`src/rtl/mcycle_param.sv`:
```
// mcycle_param: WIDTH-bit multi-cycle multiply (shift-add) / divide (restoring) on magnitudes.
// Latency: WIDTH Busy cycles then a one-cycle Done; divide-by-zero skips straight to Done.
// No backpressure: the pipeline stalls on Busy. MCYCLE_EARLY_TERM_EN shortens multiplies.
module mcycle_param #(
  parameter int WIDTH = 32,
  parameter int CNT_W = $clog2(WIDTH) + 1
) (
  input  logic             CLK,
  input  logic             RESET,
  input  logic             Start,
  input  logic [1:0]       MCycleOp,
  input  logic [WIDTH-1:0] Operand1,
  input  logic [WIDTH-1:0] Operand2,
  output logic [WIDTH-1:0] Result1,
  output logic [WIDTH-1:0] Result2,
  output logic             Busy,
  output logic             Done,
  output logic             DivByZero
);

  typedef enum logic [1:0] {S_IDLE, S_COMPUTE, S_DONE} state_t;

  state_t             state;
  logic               is_div;
  logic [CNT_W-1:0]   count;
  logic [2*WIDTH-1:0] acc;
  logic [2*WIDTH-1:0] mcand;
  logic [WIDTH-1:0]   mplier;
  logic [WIDTH-1:0]   quo;
  logic [WIDTH-1:0]   rem;
  logic [WIDTH-1:0]   dvsr;
  logic               neg_lo;
  logic               neg_hi;

  logic               sign1, sign2;
  logic [WIDTH-1:0]   mag1, mag2;

  always_comb begin
    sign1 = ~MCycleOp[0] & Operand1[WIDTH-1];
    sign2 = ~MCycleOp[0] & Operand2[WIDTH-1];
    mag1  = sign1 ? -Operand1 : Operand1;
    mag2  = sign2 ? -Operand2 : Operand2;
  end

  logic [2*WIDTH-1:0] acc_nxt, prod_fin;
  logic [WIDTH:0]     rem_sh;
  logic [WIDTH-1:0]   rem_sub, rem_nxt, quo_nxt, quo_fin, rem_fin;
  logic               rem_ge;
  logic               last_iter;

  // One iteration of each algorithm, plus the sign-corrected result if it is the last.
  always_comb begin
    acc_nxt  = mplier[0] ? acc + mcand : acc;
    prod_fin = neg_lo ? -acc_nxt : acc_nxt;
    rem_sh   = {rem, quo[WIDTH-1]};
    rem_ge   = (rem_sh >= {1'b0, dvsr});
    rem_sub  = rem_sh[WIDTH-1:0] - dvsr;
    rem_nxt  = rem_ge ? rem_sub : rem_sh[WIDTH-1:0];
    quo_nxt  = {quo[WIDTH-2:0], rem_ge};
    quo_fin  = neg_lo ? -quo_nxt : quo_nxt;
    rem_fin  = neg_hi ? -rem_nxt : rem_nxt;
    last_iter = (count == CNT_W'(WIDTH - 1));
`ifdef MCYCLE_EARLY_TERM_EN
    if (!is_div && ((mplier >> 1) == '0))
      last_iter = 1'b1;
`endif
  end

  always_ff @(posedge CLK or posedge RESET) begin
    if (RESET) begin
      state     <= S_IDLE;
      is_div    <= 1'b0;
      count     <= '0;
      acc       <= '0;
      mcand     <= '0;
      mplier    <= '0;
      quo       <= '0;
      rem       <= '0;
      dvsr      <= '0;
      neg_lo    <= 1'b0;
      neg_hi    <= 1'b0;
      Result1   <= '0;
      Result2   <= '0;
      Busy      <= 1'b0;
      Done      <= 1'b0;
      DivByZero <= 1'b0;
    end else begin
      Done <= 1'b0;
      case (state)
        S_IDLE, S_DONE: begin
          if (Start) begin
            is_div <= MCycleOp[1];
            count  <= '0;
            if (MCycleOp[1] && (Operand2 == '0)) begin
              Result1   <= '1;
              Result2   <= Operand1;
              DivByZero <= 1'b1;
              Done      <= 1'b1;
              state     <= S_DONE;
            end else begin
              acc    <= '0;
              mcand  <= {{WIDTH{1'b0}}, mag1};
              mplier <= mag2;
              quo    <= mag1;
              rem    <= '0;
              dvsr   <= mag2;
              neg_lo <= sign1 ^ sign2;
              // Remainder takes the dividend's sign; product/quotient take the XOR.
              neg_hi <= MCycleOp[1] ? sign1 : (sign1 ^ sign2);
              Busy   <= 1'b1;
              state  <= S_COMPUTE;
            end
          end else begin
            state <= S_IDLE;
          end
        end
        S_COMPUTE: begin
          count <= count + CNT_W'(1);
          if (is_div) begin
            rem <= rem_nxt;
            quo <= quo_nxt;
          end else begin
            acc    <= acc_nxt;
            mcand  <= mcand << 1;
            mplier <= mplier >> 1;
          end
          if (last_iter) begin
            Result1   <= is_div ? quo_fin : prod_fin[WIDTH-1:0];
            Result2   <= is_div ? rem_fin : prod_fin[2*WIDTH-1:WIDTH];
            DivByZero <= 1'b0;
            Done      <= 1'b1;
            Busy      <= 1'b0;
            state     <= S_DONE;
          end
        end
        default: state <= S_IDLE;
      endcase
    end
  end

endmodule

```
`config.mk`:
```
export PLATFORM = sky130hd
export DESIGN_NAME = mcycle_param
export DESIGN_NICKNAME = d
export VERILOG_FILES = /design/src/rtl/mcycle_param.sv
export SDC_FILE = /design/constraint.sdc
export NUM_CORES = 1
export LEC_CHECK = 0
export ABC_CLOCK_PERIOD_IN_PS = 14750
export BUFFER_PORTS_ARGS = -buffer_cell sky130_fd_sc_hd__clkbuf_2
export CAP_MARGIN = 20
export CELL_PAD_IN_SITES_DETAIL_PLACEMENT = 2
export CELL_PAD_IN_SITES_GLOBAL_PLACEMENT = 2
export CORE_UTILIZATION = 39
export CTS_CLUSTER_SIZE = 25
export DETAILED_ROUTE_END_ITERATION = 8
export GPL_TIMING_DRIVEN = 0
export HOLD_SLACK_MARGIN = 0.08
export PLACE_DENSITY = 0.81
export SLEW_MARGIN = 20
export SYNTH_ARGS = -nofsm -noshare
export SYNTH_HDL_FRONTEND = slang
export SYNTH_SLANG_ARGS = --single-unit
export TNS_END_PERCENT = 10
```
`constraint.sdc`:
```
create_clock -name CLK -period 14.75 [get_ports CLK]
set_input_delay 1.475 -clock CLK [delete_from_list [all_inputs] [get_ports CLK]]
set_output_delay 1.475 -clock CLK [all_outputs]
set_load 0.01 [all_outputs]
```
### After elaboration in Yosys (flattened, before gate mapping)

Index checks and enable logic that the tools add are counted.
W data, S select, Z words.

* register bits after elaboration: 334
* latch bits: 0
* RAM bits: 0
* memory bits (read-only): 0
* input bits: 69
* output and inout port bits: 67
* logic and storage cells: 106
* memories kept: 0

* add/sub/neg operators: 8
* multipliers: 0
* div/mod/pow operators: 0
* magnitude comparators: 1
* equal/unequal tests: 9
* shifts and indexed selects: 0
* mux-type cells: 55
* bitwise operators: 5
* reductions and logical operators: 12

Operator list (count)
* $mux W32: 22
* $mux W64: 8
* $pmux W32 S2: 5
* $pmux W64 S2: 2
* $neg A32 Y32: 4
* $add A64 B64 Y64: 1
* $neg A64 Y64: 1
* $ge A33 B32 Y1: 1
* $logic_not A32 Y1: 1
* $sub A32 B32 Y32: 1
* $reduce_and A4 Y1: 4
* $ne A2 B2 Y1 const B: 6
* $pmux W6 S2: 1
* $mux W1: 9
* $add A6 B1 Y6 const B: 1
* $eq A6 B5 Y1 const B: 1
* $mux W2: 3
* $mux W6: 1
* $pmux W1 S2: 3
* $pmux W2 S2: 1
* $reduce_and A2 Y1: 2
* $reduce_and A3 Y1: 1
* $and A1 B1 Y1: 2
* $eq A2 B1 Y1 const B: 1
* 7 further kinds: 8

### Longest topological paths before layout

Gate-level depths: netlist of the first run.

* word-level depth: 7
* depth in mapped cells: 20
* gate-level depth less buffers: 17

### Least setup slack after synthesis of the first run

OpenSTA, ideal clock, no wires.

* kind: flip-flop to flip-flop
* from: register rem[25]
* to: register Result2[28]
* setup time: 0.078 ns
* arrival: 4.586 ns
* data required time: 14.672 ns
* setup slack: 10.086 ns
* stages on the path, launching flop included: 19
* path buffers: 3
* period minus slack after synthesis: 4.664 ns
* path through: dfrtp_1 -> ha_1 -> nand4_2 -> or4_1 -> or3_1 -> o2111a_1 -> nand2_2 -> buf_2 -> buf_2 -> clkbuf_1 -> nand2_1 -> o21ai_0 -> ha_1 -> o21ai_1 -> or3b_1 -> o41ai_1 -> xor2_1 -> o221ai_1 -> a21oi_1

* cells in the longest elaborated chain, start to end: 7
* elaborated cells on any way between the ends: 8
* classes of those cells: add/sub (2); order compare (1); mux (5)

RTL lines
* start, declared: line 30 `logic [WIDTH-1:0] rem;`
* start signal, assigned: line 120 `rem <= rem_nxt;`
* $sub A32 B32 Y32 / $ge A33 B32 Y1 (equally long branches): line 57, 56
* $mux W32 (*): line 58 `rem_nxt = rem_ge ? rem_sub : rem_sh[WIDTH-1:0];`
* $neg A32 Y32: line 61 `rem_fin = neg_hi ? -rem_nxt : rem_nxt;`
* $mux W32 (*): line 61
* $mux W32 (*): line 129 `Result2 <= is_div ? rem_fin : prod_fin[2*WIDTH-1:WIDTH];`
* $mux W32 (*): line 127 `if (last_iter) begin`
* $pmux W32 S2 (*): line 89 `case (state)`
* end signal, assigned: line 96 `Result2 <= Operand1;`
* end signal, assigned: line 129
* end, declared: line 15 `output logic [WIDTH-1:0] Result2,`

Every way passes the cells marked *; elsewhere a longest branch is shown, timed or not. The select of a mux whose other input is x is not followed.
A chain may end at the register's enable or synchronous reset.

### Worst setup path after layout of the first run

* from: input port Operand2[3]
* to: register acc[5]

* cells in the longest elaborated chain, start to end: 4

RTL lines
* start, declared: line 13 `input logic [WIDTH-1:0] Operand2,`
* $logic_not A32 Y1: line 94 `if (MCycleOp[1] && (Operand2 == '0)) begin`
* $logic_and A1 B1 Y1: line 94
* $ne A2 B2 Y1 (no source line)
* $reduce_and A4 Y1 (no source line)
* end signal, assigned: line 123 `acc <= acc_nxt;`
* end, declared: line 26 `logic [2*WIDTH-1:0] acc;`

Every way passes these cells.

==> run_results.csv, run 1 <==
group,metric,value,unit
setup_path,path_max_fanout,10,
route,totalWireLength,135000,um
sta,setup_viol,0,
final_layout,layout-drive-gt1-share,9.98,%
floorplan,io_pins,136,
floorplan,num_rows,93,
floorplan,dieArea,66900,um2
floorplan,core,64800,um2
final_layout,fin_area,29200,um2
cts,cts_tree,"yes",
sta,relSlewSlack,15.0,%
cts,clk_path_buf_depth,3,
min_path,hold_end,"dvsr[14]",
status,status,"completed",
setup_path,reg2reg_depth,18,
power_and_ir_drop,leakage,12.3,nW
setup_path,criticalPathCategory,"in -> reg",
route,vias,27726,
cts,post_cts_buffers,0,
route,first_pass_iters,5,
logic_synthesis,synthCells,3087,
placed_design,post-place-cells,4082,
floorplan,die_w,259,um
cts,clock-root-buffer,"clkbuf_16",
route,route.detailed.drc,0,
floorplan,die_h,259,um
setup_path,worst_setup_path_start_kind,"primary input",
logic_synthesis,seq_area_frac_synth,32.5,%
sta,tightest_slew,1.27,ns
final_layout,area_growth,13.5,%
logic_synthesis,synth_area_leader_cell,"dfrtp_1",
cts,clkLatencyLatePin,0.61,ns
logic_synthesis,ys_ff_latch,334,
min_path,hold_class,"reg -> reg",
logic_synthesis,synth.avg_cell_area,8.32,um2
logic_synthesis,synth_top_area_share,32.5,%
placed_design,io_buffers,135,
final_layout,regArea,8360,um2
min_path,hold_depth,1,
global_route,antenna_found_initial,6,
floorplan,start_util,39.6,%
global_route,grt_pass1_vias,29773,
sta,final-max-slew-violation-count,0,
sta,finClkSkew,0.0308,ns
placed_design,post-dp-hpwl,106000,um
logic_synthesis,synthTopCellsByArea,"dfrtp_1 33%, o21ai_0 5.3%, ha_1 4.9%, nand2_1 4.7%, a21oi_1 4.6%",
cts,cts_hold_buf,0,
placed_design,place_area,27600,um2
global_route,grt_max_degree,93,
route,avgRoutedWirePerCell,32.5,um
power_and_ir_drop,powerDensity,261,nW/um2
cts,cts_resized,0,
logic_synthesis,synth_ff_type,"dfrtp_1",
final_layout,nets,3445,
setup_path,crit_required,15.24,ns
route,ant_nets,0,
logic_synthesis,ys_async_sr_fraction,100,%
logic_synthesis,synth_area,25700,um2
setup_path,reg2reg_from,"rem[7]",
cts,htree_levels,2,
setup_path,reg2reg_slack,7.43,ns
setup_path,worstReg2RegEnd,"Result2[28]",
final_layout,post-route-util,45.0,%
logic_synthesis,synth_edf_count,0,
logic_synthesis,synthDistinctLibCells,109,
logic_synthesis,yosys_warnings,0,
min_path,hp-start,"dvsr[14]",
sta,setup_slack,7.09,ns
global_route,gr-total-overflow,0,
setup_path,cp-end-kind,"flop",
cts,cts-buffers-inserted,44,
sta,rsz0062_at_grt,"no",
final_layout,num-fill-cells,7232,
global_route,grt_pass1_wl,199000,um
cts,clkSinkCount,334,
final_layout,multi_input_area,16300,um2
power_and_ir_drop,peakVddDrop,0.114,mV
cts,clk_pin_slew_worst_paths,0.06,ns
route,drt-initial-drc-count,2144,
placed_design,post-place-ws,7.26,ns
sta,final.min_clock_period,7.66,ns
job,drv_cap,0,
route,vias_per_cell,6.66,
final_layout,n_antenna_cell,0,
placed_design,globalplace.congestion,0.967,
global_route,groute.usage.overall,39.9,%
final_layout,fin_cells,4162,
sta,fin_crit_sh,51.9,%
sta,fmax,131,MHz
logic_synthesis,syn-num-nets,3259,
setup_path,cp.arrival,8.15,ns
sta,hold_viol,0,
==> kinds of logic (layout without fill, tap and decap cells) <==
family	count (synthesis)	after routing	synth area share, %
AO/OA/AOI/OAI	1115	1115	30.2
AND/OR/NAND/NOR	1009	1009	19.2
flip-flops	334	334	32.5
buffers and inverters	275	495	4.16
XOR/XNOR	203	203	6.92
adder cells (fa/ha/maj)	103	103	5.07
multiplexers	48	48	1.98
==> metrics by stage <==
stage | hold WS (ns) | total power [W] | TNS, ns
after floorplan | 0.445 | 0.00442 | 0
after global placement | 0.460 | 0.00599 | -2.29
after detailed placement | 0.467 | 0.00622 | 0
after CTS | 0.481 | 0.00749 | 0
after global routing | 0.495 | 0.00794 | 0
final | 0.475 | 0.00761 | 0
==> power breakdown <==
group	internal, W	switching, W	total [W]
combinational	0.00149	0.00322	0.00471
sequential	0.00126	0.000441	0.00170
clock	0.000716	0.000484	0.00120
==> flip-flops by register name (all words and copies together) (netlist names), 2 cells and up <==
register  count
Result1      32
Result2      32
acc          64
count         6
dvsr         32
mcand        64
mplier       32
quo          32
rem          32
state         2
==> worst max path at each step <==
stage	start	to	slack (ns)	cells after the start
floorplan	RESET	Busy	4.02	1
CTS	rem[7]	Result2[28]	7.59	18
finish	Operand2[3]	acc[5]	7.09	12
global route	Operand2[3]	acc[5]	7.19	12
global placement	RESET	acc[42]	-0.03	2
detailed placement	Operand2[3]	acc[4]	7.26	12
==> cell type report <==
class,count,share of cell area [%]
flip-flops and latches,334,28.7
clock buffers,57,4.22
repair buffers,140,2.71
multi-input cells,2478,55.9
inverters,91,1.20
well taps,855,3.67
clock inverters,23,1.14
plain buffers,184,2.50
==> cell usage in the layout, fill, tap and decap left out, types with 13 or more instances in the layout <==
cell	netlist	routed
mux2i_1	36	36
o21ai_1	16	16
o41ai_1	18	18
o211ai_1	26	26
and2_1	14	14
o21a_1	33	33
or4_1	14	14
o21ai_0	270	270
nand2_1	323	323
nand2b_1	20	20
nor4_1	34	34
inv_1	88	87
nand3_1	51	51
a211oi_1	29	29
a21oi_1	238	238
and3_1	38	38
a22o_1	56	56
nor3_1	90	90
dfrtp_1	334	334
a221oi_1	17	17
nor2b_1	26	26
a21boi_0	13	13
or3_1	38	38
xor2_1	87	87
nor2_1	240	239
a221o_1	93	93
o31ai_1	39	39
clkbuf_2	2	137
a31oi_1	41	41
buf_1	21	21
clkbuf_16	0	45
ha_1	101	101
nand4_1	49	49
buf_2	25	26
a21o_1	65	65
xnor2_1	116	116
clkbuf_1	135	141
o21bai_1	13	13
==> worst max-delay path, cell delays in order <==
cell and delay (ns):
clkbuf_2 0.13, nor4_1 0.60, nand3b_1 0.32, nor4_1 0.69, nand2_1 0.30, nor2_1 0.22, nand4b_1 0.79, o22ai_1 1.30
clkbuf_1 1.01, clkbuf_1 0.95, nand2_1 0.15, o21ai_0 0.17
==> cell usage after synthesis (41+ instances only) <==
master and number:
a21o_1 65, a21oi_1 238, a221o_1 93, a22o_1 56, a31oi_1 41, clkbuf_1 135
dfrtp_1 334, ha_1 101, inv_1 88, nand2_1 323, nand3_1 51, nand4_1 49
nor2_1 240, nor3_1 90, o21ai_0 270, xnor2_1 116, xor2_1 87
==> layer usage <==
layer,global-route usage (%),routed length [um],up-vias
met1,47.9,53300,14370
met5,0,83,-
met3,5.18,7550,362
met2,66.5,63900,1043
li1,-,-,11939
met4,27.2,10300,12
Power figures use the tool's default switching activity.
==> run 2, diff against run 1 <==
- ABC_AREA: unset -> 1
- ABC_CLOCK_PERIOD_IN_PS: 14750 -> 7200
- CORE_UTILIZATION: 39 -> 35
- PLACE_DENSITY: 0.81 -> 0.82
- clock period: 14.75 -> 7.2 ns (I/O delays scaled with it)
==> run_results.csv, run 2 <==
group,metric,value,unit
cts,post_cts_buffers,0,
sta,tightest_slew,1.23,ns
logic_synthesis,synth.avg_cell_area,6.23,um2
sta,finalSetupTns,0,ns
global_route,grt_pass1_wl,218000,um
logic_synthesis,synth_area,28200,um2
setup_path,worstReg2RegEnd,"Result1[30]",
global_route,gr-total-overflow,0,
cts,cts_tree,"yes",
floorplan,dieArea,81800,um2
placed_design,post-dp-hpwl,120000,um
floorplan,core,79400,um2
final_layout,fin_cells,5805,
final_layout,area_growth,13.1,%
global_route,grt_max_degree,33,
floorplan,num_rows,103,
setup_path,path_max_fanout,10,
final_layout,mostFrequentLayoutCells,"1480 x nand2_1, 743 x inv_1, 334 x dfrtp_1",
cts,cts_resized,0,
status,status,"completed",
cts,clk_pin_slew_worst_paths,0.07,ns
placed_design,post-place-cells,5730,
logic_synthesis,yosys_warnings,0,
sta,final.min_clock_period,5.58,ns
final_layout,final_common_cell,"nand2_1",
floorplan,die_h,286,um
cts,clkLatencyLatePin,0.61,ns
sta,hold_viol,0,
final_layout,layout-drive-gt1-share,8.96,%
global_route,met1_usage,43.8,%
floorplan,die_w,286,um
placed_design,globalplace.congestion,0.948,
cts,htree_levels,2,
sta,fin_crit_sh,77.5,%
power_and_ir_drop,powerDensity,506,nW/um2
sta,setup_viol,0,
floorplan,io_pins,136,
route,drt-initial-drc-count,1965,
cts,clkSinkCount,334,
setup_path,reg2reg_from,"dvsr[24]",
logic_synthesis,synth_edf_count,0,
setup_path,criticalPathCategory,"reg -> reg",
route,vias_per_cell,5.59,
cts,cts_hold_buf,0,
power_and_ir_drop,leakage,16.9,nW
route,avgRoutedWirePerCell,25.3,um
final_layout,nets,4897,
global_route,antenna_found_initial,3,
global_route,use_met2,59.2,%
logic_synthesis,synth_commonest_cells,"1480 x nand2_1, 744 x inv_1, 334 x dfrtp_1",
cts,clk_path_buf_depth,3,
global_route,grt_use_met3,3.52,%
logic_synthesis,synth_ff_type,"dfrtp_1",
setup_path,worst_setup_path_start_kind,"flop",
sta,relSlewSlack,17.8,%
global_route,top_usage_layer,"met2",
setup_path,reg2reg_depth,25,
setup_path,cp.arrival,6.05,ns
logic_synthesis,ys_async_sr_fraction,100,%
logic_synthesis,synthCells,4532,
setup_path,cp-end-kind,"flop",
power_and_ir_drop,peakVddDrop,0.239,mV
logic_synthesis,seq_area_frac_synth,29.6,%
logic_synthesis,synthDistinctLibCells,62,
job,drv_cap,0,
sta,final-max-slew-violation-count,0,
route,ant_nets,0,
logic_synthesis,synth_area_leader_cell,"dfrtp_1",
logic_synthesis,ys_ff_latch,334,
route,route.detailed.drc,0,
setup_path,crit_required,7.68,ns
min_path,hold_class,"in -> async",
global_route,groute.usage.overall,35.4,%
floorplan,start_util,35.6,%
sta,finClkSkew,0.0283,ns
sta,fmax,179,MHz
sta,worst_hold_slack,0.121,ns
global_route,grt_pass1_vias,34913,
route,totalWireLength,147000,um
sta,rsz0062_at_grt,"no",
logic_synthesis,yosys.cell_count.top_type,"nand2_1",
setup_path,reg2reg_slack,1.62,ns
logic_synthesis,synthTopCellsByArea,"dfrtp_1 30%, nand2_1 20%, inv_1 9.9%, nand3_1 5.9%, ha_1 4.5%",
final_layout,top_regs,"acc x64, mcand x64",
logic_synthesis,syn-num-nets,4704,
cts,clock-root-buffer,"clkbuf_16",
cts,cts-buffers-inserted,43,
logic_synthesis,synth_top_area_share,29.6,%
placed_design,io_buffers,135,
route,vias,32437,
route,first_pass_iters,5,
-- run 2: changes by cell type after synthesis, sizes merged, moves of 40 or more --
| cell | previous run | this run |
|---|---|---|
| a21o | 65 | 5 |
| a21oi | 241 | 196 |
| a221o | 93 | 0 |
| a22o | 56 | 2 |
| clkbuf | 137 | 89 |
| inv | 91 | 770 |
| nand2 | 324 | 1537 |
| nand3 | 51 | 351 |
| nor2 | 240 | 371 |
| o221ai | 11 | 69 |
| o22ai | 10 | 63 |
| xnor2 | 116 | 14 |
| xor2 | 87 | 47 |
-- run 2: how the worst max path moves through the flow --
stage / from / to / cells past startpoint
final: dvsr[24] / Result1[30] / 25
after global routing: dvsr[24] / Result1[30] / 25
after CTS: dvsr[24] / Result1[30] / 25
after detailed placement: dvsr[28] / Result1[30] / 25
after global placement: RESET / mcand[48] / 2
after floorplan: RESET / Busy / 1
-- run 2: report_power, final --
group / switching (W) / internal (W) / leakage, nW
Combinational: 0.00765 / 0.00288 / 11.9
Sequential: 0.000747 / 0.00260 / 4.27
Clock: 0.000970 / 0.00130 / 0.686
Total: 0.00936 / 0.00678 / 16.9
-- run 2: cell families (layout without fill, tap and decap cells) --
kind of cell | Yosys count | in the layout | synth area share (%)
other | 0 | 1 | 0
xor gates and xnor gates | 61 | 61 | 1.89
adders and majority gates | 103 | 103 | 4.62
DFF | 334 | 334 | 29.6
buffers and inverters | 916 | 1138 | 12.5
AOI/OAI and AO/OA | 696 | 696 | 14.5
and+or+nand+nor | 2422 | 2422 | 36.9
-- run 2: final cells by class --
class	count	area, um2
multi-input combinational	3282	16400
buffer	138	602
timing repair buffer	148	935
clock inverter	17	218
clock buffer	57	1210
sequential	334	8360
tap	1050	1310
antenna	1	2.50
fill	10021	47500
inverter	778	2920
-- run 2: metal layers --
layer / up-vias / part of all wire, %
li1: 14850 / -
met5: - / 0
met4: 0 / 7.0
met1: 16346 / 42
met3: 341 / 4.3
met2: 900 / 46
-- run 2: critical path: stages, from the launching register on --
cell,delay [ns]
dfrtp_1,0.37
inv_1,0.24
ha_1,0.36
a21oi_1,0.25
o21ai_0,0.22
a21oi_2,0.23
nand3_4,0.12
nand2_4,0.16
nand2_8,0.12
inv_2,0.29
ha_1,0.21
inv_1,0.06
nor3_1,0.30
nand3_1,0.19
nor3_1,0.44
nand3_1,0.17
nor2_1,0.16
inv_1,0.10
nor4_2,0.24
nand3_1,0.19
nor3_1,0.35
a21oi_1,0.15
o21ai_1,0.17
a21oi_1,0.08
nor2_1,0.16
a21oi_1,0.11
-- run 2: through the flow --
stage                     util [%]  cell area (um2)  setup WS (ns)  total power (W)
after floorplan                  -            28200           2.02          0.00962
after global placement        38.1            30200         -0.318           0.0130
after detailed placement      38.4            30500           1.91           0.0135
after CTS                     40.2            31900           1.78           0.0160
after global routing          40.2            31900           1.54           0.0171
final                         40.2            31900           1.62           0.0161
